### src/rtl/lcd_pkg.sv
// ----------------------------------------------------------------------------
// lcd_pkg
// Shared constants and types for the LCD cell-matrix display path.
//   - Panel timing (480x272 panel, totals include blanking)
//   - Cell matrix geometry and the blank border drawn around it
//   - Arbiter FSM state enumeration
// ----------------------------------------------------------------------------
package lcd_pkg;

    // Panel timing, in pixel clocks / lines
    localparam int H_ACTIVE = 480;
    localparam int H_TOTAL  = 525;
    localparam int V_ACTIVE = 272;
    localparam int V_TOTAL  = 288;

    // Cell matrix geometry
    localparam int CELL_COLS = 28;
    localparam int CELL_ROWS = 15;
    localparam int CELL_PX   = 16;   // each cell is 16x16 pixels
    localparam int BORDER    = 16;   // blank margin before the first cell
    localparam int ROW_AW    = 4;    // matrix row address width

    // Store-port occupant for the current cycle
    typedef enum logic [1:0] {
        IDLE,
        DISP,
        GAME,
        CLR
    } arb_state_t;

endpackage

### src/rtl/lcd_cell_ram.sv
// ----------------------------------------------------------------------------
// lcd_cell_ram
// Cell-occupancy store: ROWS words of COLS bits, one shared read/write port.
// Read is combinational from the register array so the arbiter can capture
// the word into its own registers in the same cycle it owns the port.
// Addresses at or beyond ROWS read as zero and ignore writes.
//
// Ports
//   clk    pixel clock
//   rst_n  asynchronous active-low reset, clears every row
//   we     write enable for the addressed row
//   addr   row address
//   wdata  row write data, bit c = column c
//   rdata  row read data for addr
// ----------------------------------------------------------------------------
module lcd_cell_ram
    import lcd_pkg::*;
#(
    parameter int ROWS = 15,
    parameter int COLS = 28
) (
    input  logic              clk,
    input  logic              rst_n,
    input  logic              we,
    input  logic [ROW_AW-1:0] addr,
    input  logic [COLS-1:0]   wdata,
    output logic [COLS-1:0]   rdata
);

    logic [COLS-1:0] mem_reg [ROWS];
    logic            addr_ok;

    assign addr_ok = (addr < ROW_AW'(ROWS));

    always_ff @(posedge clk or negedge rst_n) begin
        if (!rst_n) begin
            for (int i = 0; i < ROWS; i++) begin
                mem_reg[i] <= '0;
            end
        end else if (we && addr_ok) begin
            mem_reg[addr] <= wdata;
        end
    end

    assign rdata = addr_ok ? mem_reg[addr] : '0;

endmodule

### src/rtl/lcd_cell_arbiter.sv
// ----------------------------------------------------------------------------
// lcd_cell_arbiter
// Owns the single-port cell store and shares it between three users:
//   DISP  - once per line, copies the matrix row for the current scan line
//           into a line buffer that feeds temp_bit for the whole line
//   CLR   - zeroes the matrix one row per cycle after gm_clr
//   GAME  - one read or write per gm_req handshake
// Priority for the port is DISP > CLR > GAME.
//
// Ports
//   clk, rst_n            pixel clock, asynchronous active-low reset
//   h_cnt, v_cnt          timing generator counters
//   active_x, active_y    active-area pixel coordinates
//   temp_bit              cell-occupied bit, one cycle after active_x
//   frame_start           one-cycle pulse after (h_cnt, v_cnt) == (0, 0)
//   gm_req/gm_we/gm_row/gm_wdata   game access request (held until gm_ack)
//   gm_ack, gm_rdata      access complete pulse and read data
//   gm_clr, clr_busy      clear request pulse and clear-in-progress flag
// ----------------------------------------------------------------------------
module lcd_cell_arbiter #(
    parameter logic [11:0] FETCH_H   = 12'd4,
    parameter int          CELL_COLS = 28,
    parameter int          CELL_ROWS = 15
) (
    input  logic                 clk,
    input  logic                 rst_n,
    input  logic [11:0]          h_cnt,
    input  logic [11:0]          v_cnt,
    input  logic [11:0]          active_x,
    input  logic [11:0]          active_y,
    output logic                 temp_bit,
    output logic                 frame_start,
    input  logic                 gm_req,
    input  logic                 gm_we,
    input  logic [3:0]           gm_row,
    input  logic [CELL_COLS-1:0] gm_wdata,
    output logic                 gm_ack,
    output logic [CELL_COLS-1:0] gm_rdata,
    input  logic                 gm_clr,
    output logic                 clr_busy
);
    import lcd_pkg::*;

    // Visible cell window, inclusive, in active-area coordinates
    localparam logic [11:0]       X_LO     = 12'(BORDER);
    localparam logic [11:0]       X_HI     = 12'(BORDER + CELL_COLS * CELL_PX - 1);
    localparam logic [11:0]       Y_LO     = 12'(BORDER);
    localparam logic [11:0]       Y_HI     = 12'(BORDER + CELL_ROWS * CELL_PX - 1);
    localparam logic [ROW_AW-1:0] LAST_ROW = ROW_AW'(CELL_ROWS - 1);

    arb_state_t           state_reg;
    logic [ROW_AW-1:0]    clr_row_reg;
    logic                 clr_busy_reg;
    logic [CELL_COLS-1:0] linebuf_reg;
    logic                 row_valid_reg;
    logic                 temp_bit_reg;
    logic                 frame_start_reg;
    logic                 gm_ack_reg;
    logic [CELL_COLS-1:0] gm_rdata_reg;

    logic                 fetch_next;
    logic                 clr_pend;
    logic                 game_ok;
    logic                 gm_row_ok;
    logic                 y_in;
    logic                 x_in;
    logic [ROW_AW-1:0]    disp_row;
    logic [4:0]           col_idx;

    logic                 ram_we;
    logic [ROW_AW-1:0]    ram_addr;
    logic [CELL_COLS-1:0] ram_wdata;
    logic [CELL_COLS-1:0] ram_rdata;

    // The state register names the port occupant of the current cycle, so
    // the fetch decision is taken one pixel early: the timing generator
    // counts h_cnt up by one per clock, and this lands DISP exactly on the
    // cycle with h_cnt == FETCH_H.
    assign fetch_next = (h_cnt == FETCH_H - 12'd1);

    // A clear requested this cycle already outranks a game access.
    assign clr_pend  = clr_busy_reg | gm_clr;

    // gm_req is still high during the ack cycle; ignore it there so one
    // request is never served twice.
    assign game_ok   = gm_req & ~gm_ack_reg;
    assign gm_row_ok = (gm_row < ROW_AW'(CELL_ROWS));

    // Row and column indices: drop the 16 px border cell, divide by 16.
    assign y_in     = (active_y >= Y_LO) && (active_y <= Y_HI);
    assign disp_row = active_y[ROW_AW+3:4] - ROW_AW'(1);
    assign x_in     = (active_x >= X_LO) && (active_x <= X_HI);
    assign col_idx  = active_x[8:4] - 5'd1;

    // Store port mux
    always_comb begin
        ram_we    = 1'b0;
        ram_addr  = disp_row;
        ram_wdata = '0;
        case (state_reg)
            DISP: begin
                ram_addr = disp_row;
            end
            GAME: begin
                ram_addr  = gm_row;
                ram_we    = gm_we & gm_row_ok;
                ram_wdata = gm_wdata;
            end
            CLR: begin
                ram_addr = clr_row_reg;
                ram_we   = 1'b1;
            end
            default: begin
            end
        endcase
    end

    lcd_cell_ram #(
        .ROWS (CELL_ROWS),
        .COLS (CELL_COLS)
    ) u_ram (
        .clk   (clk),
        .rst_n (rst_n),
        .we    (ram_we),
        .addr  (ram_addr),
        .wdata (ram_wdata),
        .rdata (ram_rdata)
    );

    always_ff @(posedge clk or negedge rst_n) begin
        if (!rst_n) begin
            state_reg       <= IDLE;
            clr_row_reg     <= '0;
            clr_busy_reg    <= 1'b0;
            linebuf_reg     <= '0;
            row_valid_reg   <= 1'b0;
            temp_bit_reg    <= 1'b0;
            frame_start_reg <= 1'b0;
            gm_ack_reg      <= 1'b0;
            gm_rdata_reg    <= '0;
        end else begin
            gm_ack_reg      <= 1'b0;
            frame_start_reg <= (h_cnt == 12'd0) && (v_cnt == 12'd0);

            // Line buffer is only reloaded by DISP, so game writes to the
            // displayed row cannot tear the current line.
            temp_bit_reg    <= row_valid_reg & x_in & linebuf_reg[col_idx];

            // A new clear request (also while busy) restarts from row 0.
            if (gm_clr) begin
                clr_busy_reg <= 1'b1;
                clr_row_reg  <= '0;
            end

            case (state_reg)
                IDLE: begin
                    if (fetch_next)    state_reg <= DISP;
                    else if (clr_pend) state_reg <= CLR;
                    else if (game_ok)  state_reg <= GAME;
                end

                DISP: begin
                    row_valid_reg <= y_in;
                    if (y_in) begin
                        linebuf_reg <= ram_rdata;
                    end
                    if (clr_pend)     state_reg <= CLR;
                    else if (game_ok) state_reg <= GAME;
                    else              state_reg <= IDLE;
                end

                GAME: begin
                    gm_ack_reg <= 1'b1;
                    if (!gm_we) begin
                        gm_rdata_reg <= gm_row_ok ? ram_rdata : '0;
                    end
                    if (fetch_next)    state_reg <= DISP;
                    else if (clr_pend) state_reg <= CLR;
                    else               state_reg <= IDLE;
                end

                CLR: begin
                    if (gm_clr) begin
                        state_reg <= fetch_next ? DISP : CLR;
                    end else if (clr_row_reg == LAST_ROW) begin
                        clr_busy_reg <= 1'b0;
                        state_reg    <= fetch_next ? DISP : IDLE;
                    end else begin
                        // Row index advances before a fetch pause so the
                        // clear resumes on the next unwritten row.
                        clr_row_reg <= clr_row_reg + ROW_AW'(1);
                        state_reg   <= fetch_next ? DISP : CLR;
                    end
                end

                default: state_reg <= IDLE;
            endcase
        end
    end

    assign temp_bit    = temp_bit_reg;
    assign frame_start = frame_start_reg;
    assign gm_ack      = gm_ack_reg;
    assign gm_rdata    = gm_rdata_reg;
    assign clr_busy    = clr_busy_reg;

endmodule

### config.mk
export PLATFORM = sky130hd
export DESIGN_NAME = lcd_cell_arbiter
export DESIGN_NICKNAME = d
export VERILOG_FILES = /design/src/rtl/lcd_pkg.sv /design/src/rtl/lcd_cell_ram.sv /design/src/rtl/lcd_cell_arbiter.sv
export SDC_FILE = /design/constraint.sdc
export NUM_CORES = 1
export LEC_CHECK = 0
export CORE_AREA = 2 2 274 276
export CTS_CLUSTER_SIZE = 10
export DETAILED_ROUTE_END_ITERATION = 10
export DIE_AREA = 0 0 276 278
export PLACE_DENSITY = 0.45
export SYNTH_ARGS = -nofsm -noshare
export SYNTH_HDL_FRONTEND = slang
export SYNTH_SLANG_ARGS = --single-unit
### constraint.sdc
create_clock -name clk -period 1.8 [get_ports clk]
set_input_delay 0.36 -clock clk [delete_from_list [all_inputs] [get_ports clk]]
set_output_delay 0.36 -clock clk [all_outputs]
set_load 0.005 [all_outputs]
# --- After elaboration in Yosys (flattened, before gate mapping) ---
# Index checks and enable logic that the tools add are counted.
totals:
  regBits: 487
  in_bits: 85
  output_inout_bits: 32
classes:
  add_sub_neg: 3
  magnitude_cmp: 9
  n_eq_ne: 6
  mux: 34
  n_bitwise: 8
  n_reduce_logical: 10
ops:
  columns: ["op", "n"]
  rows:
  - ["$bwmux W420", 1]
  - ["$mux W28", 6]
  - ["$bmux W28 S4", 1]
  - ["$demux W28 S4", 1]
  - ["$ge A12 B5 Y1 const B", 2]
  - ["$logic_not A12 Y1", 2]
  - ["$mux W2", 10]
  - ["$mux W4", 4]
  - ["$eq A12 B2 Y1 const B", 1]
  - ["$le A12 B8 Y1 const B", 1]
  - ["$le A12 B9 Y1 const B", 1]
  - ["$lt A4 B4 Y1 const B", 2]
  - ["$pmux W2 S4", 1]
  - ["$pmux W4 S2", 1]
  - ["$mux W1", 7]
  - ["$lt A5 B6 Y1 const B", 1]
  - ["$bmux W1 S5", 1]
  - ["$ge A5 B5 Y1 const B", 1]
  - ["$logic_and A1 B1 Y1", 5]
  - ["$lt A5 B1 Y1 const B", 1]
  - ["$not A4 Y5", 1]
  - ["$sub A5 B1 Y5 const B", 1]
  - ["$add A4 B1 Y4 const B", 1]
  - ["$and A1 B1 Y1", 4]
  - ["other kinds (10)", 13]

# --- Logic depth before layout (Yosys ltp) ---
# Gate-level depths: netlist of the first run.
depth:
  word_depth: 8
  mapped_depth: 11
  ltp_nobuf: 8

# --- Modules after synthesis ---
# Synthesis of the first run repeated with hierarchy kept, for this count alone.
unflattened:
  hier_cells: 1563
  hier_area_um2: 22540.4
by_module_without_submodules:
  columns: ["module", "n_inst", "cells_per_inst", "area_per_inst_um2"]
  rows:
  - ["lcd_cell_ram", 1, 1287, 19213.4]
  - ["lcd_cell_arbiter", 1, 276, 3326.9]

# --- Least setup slack after synthesis of the first run ---
# No wires, ideal clock.
synth_timing:
  path_type: "input-to-reg"
  from: "input active_x[4]"
  to: "register temp_bit_reg, in the netlist temp_bit"
  t_arrival_ns: 2.185
  required_time_ns: 1.676
  slack_ns: -0.509
  stages: 9
  n_path_buf: 2
  cell_sequence: "buf_2 > inv_1 > ha_1 > buf_1 > mux4_2 > mux2_2 > o21ai_0 > a211oi_1 > a211o_1"
synth_via:
  elab_chain_len: 4
synth_lines:
  columns: ["element", "line_no", "rtl"]
  rows:
  - ["start, declared", "lcd_cell_arbiter.sv:29", "input logic [11:0] active_x,"]
  - ["$sub A5 B1 Y5, or another cell as far along", "lcd_cell_arbiter.sv:93", "assign col_idx = active_x[8:4] - 5'd1;"]
  - ["$bmux W1 S5 / $logic_and A1 B1 Y1 (equally long branches)", "lcd_cell_arbiter.sv:147, lcd_cell_arbiter.sv:92", null]
  - ["$mux W1 (implied by the code) / $and A1 B1 Y1 (equally long branches)", "lcd_cell_arbiter.sv:147", "temp_bit_reg <= row_valid_reg & x_in & linebuf_reg[col_idx];"]
  - ["$and A1 B1 Y1 *", "lcd_cell_arbiter.sv:147", null]
  - ["end signal, assigned", "lcd_cell_arbiter.sv:147", null]
  - ["end, declared", "lcd_cell_arbiter.sv:56", "logic temp_bit_reg;"]
# Mark *: on every way between the ends. The rest lies on a longest branch, timed or not. The select of a mux whose other input is x is not followed.
# A chain may end at the register's enable or synchronous reset.

# --- Worst setup path after layout of the first run ---
layout_timing:
  from: "register state_reg[0]"
  to: "register linebuf_reg[9]"
layout_via:
  elab_chain_len: 7
layout_lines:
  columns: ["element", "line_no", "rtl"]
  rows:
  - ["start, declared", "lcd_cell_arbiter.sv:51", "arb_state_t state_reg;"]
  - ["start signal, assigned", "lcd_cell_arbiter.sv:184", "state_reg <= fetch_next ? DISP : CLR;"]
  - ["start signal, assigned", "lcd_cell_arbiter.sv:187", "state_reg <= fetch_next ? DISP : IDLE;"]
  - ["start signal, assigned", "lcd_cell_arbiter.sv:192", "state_reg <= fetch_next ? DISP : CLR;"]
  - ["$eq A2 B2 Y1", "lcd_cell_arbiter.sv:100", "case (state_reg)"]
  - ["$pmux W4 S2", "lcd_cell_arbiter.sv:100", null]
  - ["$not A4 Y5 (implied by the code)", "lcd_cell_ram.sv:45", "assign rdata = addr_ok ? mem_reg[addr] : '0;"]
  - ["$bmux W28 S4", "lcd_cell_ram.sv:45", null]
  - ["$mux W28 (implied by the code) (2 in series)", "lcd_cell_ram.sv:45", null]
  - ["$mux W28", "lcd_cell_ram.sv:45", null]
  - ["end signal, assigned", "lcd_cell_arbiter.sv:165", "linebuf_reg <= ram_rdata;"]
  - ["end, declared", "lcd_cell_arbiter.sv:54", "logic [CELL_COLS-1:0] linebuf_reg;"]
# Several ways; a longest one is shown, not always the timed one. The select of a mux whose other input is x is not followed.

==> results of run 1 <==
[critical path, cell delays in order, from the launching register on]
cell,delay (ns)
dfrtp_2,0.48
buf_6,0.15
mux2i_1,0.13
buf_4,0.15
mux2i_4,0.23
buf_6,0.16
buf_12,0.13
buf_16,0.14
a21oi_1,0.05
a221oi_2,0.23
buf_4,0.15
nor3_2,0.04
nor3_1,0.18
[layout by cell type (no fill, tap or decap), types with 7 or more instances in the layout]
| cell type | netlist | routed |
|---|---|---|
| o21ai_1 | 16 | 78 |
| a21oi_1 | 167 | 160 |
| buf_6 | 6 | 23 |
| nor4_1 | 8 | 7 |
| o22ai_1 | 28 | 27 |
| nor3_2 | 6 | 29 |
| a22oi_1 | 28 | 15 |
| buf_12 | 0 | 91 |
| a21oi_2 | 0 | 7 |
| nor2_1 | 42 | 41 |
| a221oi_2 | 5 | 49 |
| nor3_1 | 56 | 29 |
| mux4_2 | 7 | 7 |
| clkdlybuf4s50_1 | 0 | 115 |
| buf_4 | 14 | 182 |
| nand3_2 | 2 | 8 |
| o2bb2ai_1 | 28 | 26 |
| nand2_2 | 1 | 22 |
| mux2i_1 | 35 | 30 |
| nand3_4 | 0 | 9 |
| clkbuf_1 | 102 | 13 |
| a22oi_2 | 0 | 13 |
| a222oi_1 | 28 | 28 |
| nand2_1 | 651 | 628 |
| o21ai_0 | 436 | 368 |
| clkbuf_16 | 0 | 71 |
| dfrtp_1 | 487 | 485 |
[cell type report]
| class | count | area share |
|---|---|---|
| Tap cell | 969 | 0.0405 |
| Sequential cell | 487 | 0.407 |
| Clock buffer | 78 | 0.0537 |
| Inverter | 6 | 0.000752 |
| Timing Repair Buffer | 432 | 0.171 |
| Clock inverter | 7 | 0.00272 |
| Multi-Input combinational cell | 1673 | 0.324 |
[stage by stage]
stage               TNS, ns  std cells
floorplan            -28.23       2382
global placement    -418.36       3503
detailed placement  -415.21       3503
CTS                 -182.18       3614
global route        -207.73       3652
finish              -171.23       3652
[kinds of logic (layout without fill, tap and decap cells)]
kind of cell             Yosys count  count (layout)
AO/OA/AOI/OAI                    803             803
AND/OR/NAND/NOR                  806             806
buffers and inverters            223             523
XOR/XNOR                           7               7
multiplexers                      49              50
flip-flops                       487             487
adder cells (fa/ha/maj)            7               7
[power by group]
group | internal [mW] | switching (mW)
Sequential | 11.2 | 0.310
Clock | 6.28 | 4.66
Combinational | 3.14 | 4.01
[worst paths after layout]
check | end | depth (start not counted)
min in group clk | frame_start$_DFF_PN0_ | 4
max in group asynchronous | linebuf_reg[24]$_DFFE_PN0P_ | 3
worst min-delay path | u_ram.mem_reg[116]$_DFFE_PN0P_ | 2
worst min register to register | u_ram.mem_reg[114]$_DFFE_PN0P_ | 2
worst max-delay path | linebuf_reg[9]$_DFFE_PN0P_ | 12
worst max register to register | linebuf_reg[9]$_DFFE_PN0P_ | 12
[per-layer routing]
metal / vias up / wire (um) / GRT usage
met2: 415 / 42000 / 0.369
met5: - / 0 / 0
met4: 0 / 2140 / 0.0525
met3: 109 / 3680 / 0.0280
li1: 8895 / - / -
met1: 9700 / 38400 / 0.286
[what timing repair did]
item / CTS / global route
hold buffers: 1 / 0
pin swaps: 50 / 47
cloned: 6 / 15
setup endpoints to repair: 510 / 512
gates resized for setup: 31 / 143
setup buffers: 19 / 24
hold endpoints to repair: 100 / 0
==> reports/results.ini, run 1 <==
[logic_synthesis]
postSynthAreaPerCell_sq_um=9.21
synth_cells=2382
ys_seq_elements=487
synth_compound_area_frac=0.213
synth-simple-area-share=0.149
yosysUniqueCellTypes=57
synth_area_leaders=dfrtp_1 56%, nand2_1 11%, o21ai_0 9.9%
synth_top_cells_by_count=651 x nand2_1, 487 x dfrtp_1, 436 x o21ai_0
synth_nets=2474
ys_seq_area_frac=0.555
synthMuxAreaShare=0.0277
synth_edf_count=0
netlist_area_sq_um=21900
ys_async_sr_fraction=1.00
synthAdderAreaFrac=0.00399
yosys_warnings=0
netlist.area_leader.share=0.555
synth_largest_area_cell=dfrtp_1
synthFlopType=dfrtp_1
synthXorXnorAreaFrac=0.00279
yosysMostFrequentCell=nand2_1
synth_top_family_by_area=compound AO/OA/AOI/OAI gates

[sta]
grt_setup_unrepaired=true
whs_ns=0.197
skew_ns=0.0179
hold_viol=0
setup_viol=510
layout_setup_ws_ns=-0.509
fin_crit_ns=2.31
worstMarginPinSlew_ns=0.603
min_period_over_period=1.28
maxSlewHeadroom=0.595
fmax_mhz=433
drv_slew=0

[run_status]
failed_checks=design-rule violations, negative setup slack
status=complete, but fails checks

[floorplan]
initial_core_util=0.297
core_sq_um=73800
dieHeight_um=278
ios=117
dieArea_sq_um=76700
rows=100
die_w_um=276

[global_route]
grt_max_degree=77
grt_first_pass_wirelength_um=125000
antenna_found_initial=0
grt_pass1_vias=19200
track_usage=0.214
overflow=0

[cells_and_area]
nets=2750
drive_gt1_frac=0.218
post-route-util=0.405
seqCellArea_sq_um=12200
multi_input_area_sq_um=9700
syn_to_final_growth_pct=36.4
n_antenna_cell=0
fillers=7262
design_area_sq_um=29900
largest_register_ffs=420

[power_and_ir_drop]
vdd_drop_max_v=0.000770
p_per_area_nw_per_um2=989
total_power_mw=29.6
p_leak_nw=12.7

[placed_design]
port_buffers=116
place.gp.congestion=0.793
dp_hpwl_um=52700
place_area_sq_um=26700
pre_cts_slack_ns=-1.03

[cts]
cts_sinks=487
clk_latency_ns=0.63
cts_tree=done
h-tree-depth=2
clk_pin_slew_ns=0.06
numCtsBuffers=58
clock_tree.root_cell=clkbuf_16
clock_path_buffers=3

[setup_path]
crit_path_start_kind=register
startpoint=state_reg[0]$_DFFE_PN0P_
r2r_start=state_reg[0]$_DFFE_PN0P_
cp_data_arrival_time_ns=2.86
crit_type=register to register
r2r_slack_ns=-0.51
end_kind=register
required_ns=2.35
cp_max_fo=6

[route]
ant_nets=0
viasPerCell=5.24
drc_errors=1
drt-initial-drc-count=1309
first_pass_iters=11
vias=19100
drt-wirelength-per-cell_um=23.6
totalWireLength_um=86300

[worst_hold_path]
hold_class=input port to async pin

[run]
cap_viol_max_count=0

Power figures use the tool's default switching activity.
==> run 2, diff against run 1 <==
--- a/config.mk
+++ b/config.mk
@@ -9,7 +9,7 @@
 export CTS_CLUSTER_SIZE = 10
 export DETAILED_ROUTE_END_ITERATION = 10
 export DIE_AREA = 0 0 276 278
-export PLACE_DENSITY = 0.45
+export PLACE_DENSITY = 0.43
 export SYNTH_ARGS = -nofsm -noshare
 export SYNTH_HDL_FRONTEND = slang
 export SYNTH_SLANG_ARGS = --single-unit
==> constraint.sdc (replaced) <==
create_clock -name clk -period 2.6 [get_ports clk]
set_input_delay 0.52 -clock clk [delete_from_list [all_inputs] [get_ports clk]]
set_output_delay 0.52 -clock clk [all_outputs]
set_load 0.005 [all_outputs]
==> run 2 against run 1 <==
The flow finishes with violations (design-rule violations); utilization shrank 3.2 points; register-to-register slack gained 0.69 ns; sequential share of layout area rose by 3.5 points; die area did not move; combinational power is 50% lower; cell area decreased by 7.8%; critical path depth down 4; non-clock buffer count is 111 lower; fmax shrank 4.4%; count of clock-buffer cells in the layout up 2; first-iteration DRC count increased by 7.6%; largest cell class unchanged.
==> reports/results.ini, run 2 (synthesis results as in run 1) <==
[setup_path]
r2r_end=linebuf_reg[15]$_DFFE_PN0P_
cp_max_fo=33  ; +27
required_ns=3.15  ; +0.80 ns
cpPeakStageDelay_ns=0.61  ; +0.13 ns
path_buf_inv=3  ; -3
cp_data_arrival_time_ns=2.97  ; +0.11 ns
startpoint=state_reg[1]$_DFFE_PN0P_
r2r_slack_ns=0.19  ; +0.69 ns
r2r_start=state_reg[1]$_DFFE_PN0P_
crit_end=linebuf_reg[15]$_DFFE_PN0P_
crit_type=register to register
cp_cell_sequence=buf_4 -> mux2i_4 -> buf_12 -> buf_4 -> a21oi_1 -> a221oi_1 -> nor3_1 -> nor3_1
path_depth=8  ; -4
reg2reg_depth=8  ; -4
crit_family=buffers and inverters
cp_slowest_cell=dfrtp_1
crit_path_start_kind=register
end_kind=register

[route]
viasPerCell=5.15  ; -1.6%
first_pass_iters=11  ; unchanged
drt-initial-drc-count=1408  ; +7.6%
totalWireLength_um=79800  ; -7.6%
vias=18200  ; -4.6%
drc_errors=7  ; +6
drt-wirelength-per-cell_um=22.5  ; -4.7%
ant_nets=0  ; unchanged

[global_route]
antenna_found_initial=0  ; unchanged
grt_pass1_vias=18500  ; -3.3%
grt_max_degree=70  ; -9.1%
overflow=0  ; unchanged
grt_first_pass_wirelength_um=122000  ; -2.5%
track_usage=0.209  ; -0.00498

[floorplan]
dieArea_sq_um=76700  ; unchanged
initial_core_util=0.297  ; unchanged
rows=100  ; unchanged
die_w_um=276  ; unchanged
ios=117  ; unchanged
dieHeight_um=278  ; unchanged
core_sq_um=73800  ; unchanged

[run_status]
status=complete, but fails checks
failed_checks=design-rule violations

[power_and_ir_drop]
vdd_drop_max_v=0.000561  ; -27%
p_leak_nw=11.7  ; -7.6%
total_power_mw=19.0  ; -36%
p_per_area_nw_per_um2=687  ; -31%

[placed_design]
dp_hpwl_um=51200  ; -2.8%
port_buffers=116  ; unchanged
place.gp.congestion=0.781  ; -1.5%
dp.cells=3453  ; -1.4%

[sta]
worstMarginPinSlew_ns=0.627  ; +0.0244 ns
grt_setup_unrepaired=false
setup_viol=0  ; -100%
drv_slew=0  ; unchanged
min_period_over_period=0.929  ; -0.354
fmax_mhz=414  ; -4.4%
maxSlewHeadroom=0.582  ; -0.0134
skew_ns=0.0220  ; +0.00407 ns
setup_tns_ns=0  ; +171.23 ns
hold_viol=0  ; unchanged
fin_crit_ns=2.41  ; +0.105 ns

[cts]
clk_latency_ns=0.63  ; about the same
clock_tree.root_cell=clkbuf_16
clk_pin_slew_ns=0.06  ; about the same
ctsResizeCount=0  ; -100%
cts_tree=done
cts_sinks=487  ; unchanged
h-tree-depth=2  ; unchanged
numCtsBuffers=58  ; unchanged
clock_path_buffers=3  ; unchanged

[cells_and_area]
seqCellArea_sq_um=12200  ; about the same
syn_to_final_growth_pct=25.7
n_antenna_cell=0  ; unchanged
final_common_cell=nand2_1
fillers=7516  ; +3.5%
largest_register_ffs=420  ; unchanged
final_cell_mix=651 x nand2_1, 487 x dfrtp_1, 436 x o21ai_0, 167 x a21oi_1, 128 x buf_4
drive_gt1_frac=0.129  ; -0.0891
layout.cells.non_filler=3543  ; -3.0%
nets=2638  ; -4.1%
multi_input_area_sq_um=8840  ; -8.8%

[run]
cap_viol_max_count=0  ; unchanged

[worst_hold_path]
hold_class=input port to async pin

==> run 2: routing by layer <==
layer  GRT usage  wire length [um]  vias to the layer above
li1            -                 -                     8654
met1       0.288             36400                     9063
met4      0.0502              1720                        0
met5           0                 0                        -
met2       0.354             38400                      428
met3      0.0241              3250                       99
==> run 2: area by class of cell <==
type,instances,area share
sequential,487,0.442
multi-input combinational,1672,0.321
timing repair buffer,321,0.133
clock buffer,80,0.0571
tap,969,0.0440
clock inverter,8,0.00304
inverter,6,0.000817
==> run 2: report_power, final <==
| group | internal, mW | leakage [nW] | total (mW) | switching (mW) |
|---|---|---|---|---|
| combinational | 1.38 | 4.16 | 3.60 | 2.22 |
| clock | 4.17 | 0.807 | 7.41 | 3.24 |
| sequential | 7.76 | 6.76 | 7.94 | 0.184 |
==> run 2: repair_timing <==
item	in CTS	in global routing
endpoints found under the hold margin	34	0
endpoints found under the setup margin	0	1
hold buffers	1	0
setup buffers	0	1
==> run 2: worst min path at each step <==
stage / from / endpoint / slack (ns) / cells past startpoint
final: rst_n / u_ram.mem_reg[176]$_DFFE_PN0P_ / 0.44 / 2
after global routing: rst_n / u_ram.mem_reg[176]$_DFFE_PN0P_ / 0.48 / 2
after CTS: rst_n / u_ram.mem_reg[176]$_DFFE_PN0P_ / 0.44 / 2
after detailed placement: u_ram.mem_reg[169]$_DFFE_PN0P_ / u_ram.mem_reg[169]$_DFFE_PN0P_ / 0.47 / 2
after global placement: u_ram.mem_reg[371]$_DFFE_PN0P_ / u_ram.mem_reg[371]$_DFFE_PN0P_ / 0.46 / 2
after floorplan: rst_n / clr_busy$_DFF_PN0_ / 0.22 / 0
==> run 2: through the flow <==
step | setup slack [ns] | hold WS (ns) | utilization | cell area [sq um]
2_1_floorplan | 0.131 | 0.224 | - | 21900
3_3_place_gp | -0.507 | 0.461 | 0.351 | 25900
3_5_place_dp | -0.483 | 0.470 | 0.351 | 25900
4_1_cts | 0.173 | 0.440 | 0.373 | 27600
5_1_grt | 0.00468 | 0.478 | 0.374 | 27600
6_report | 0.185 | 0.445 | 0.374 | 27600
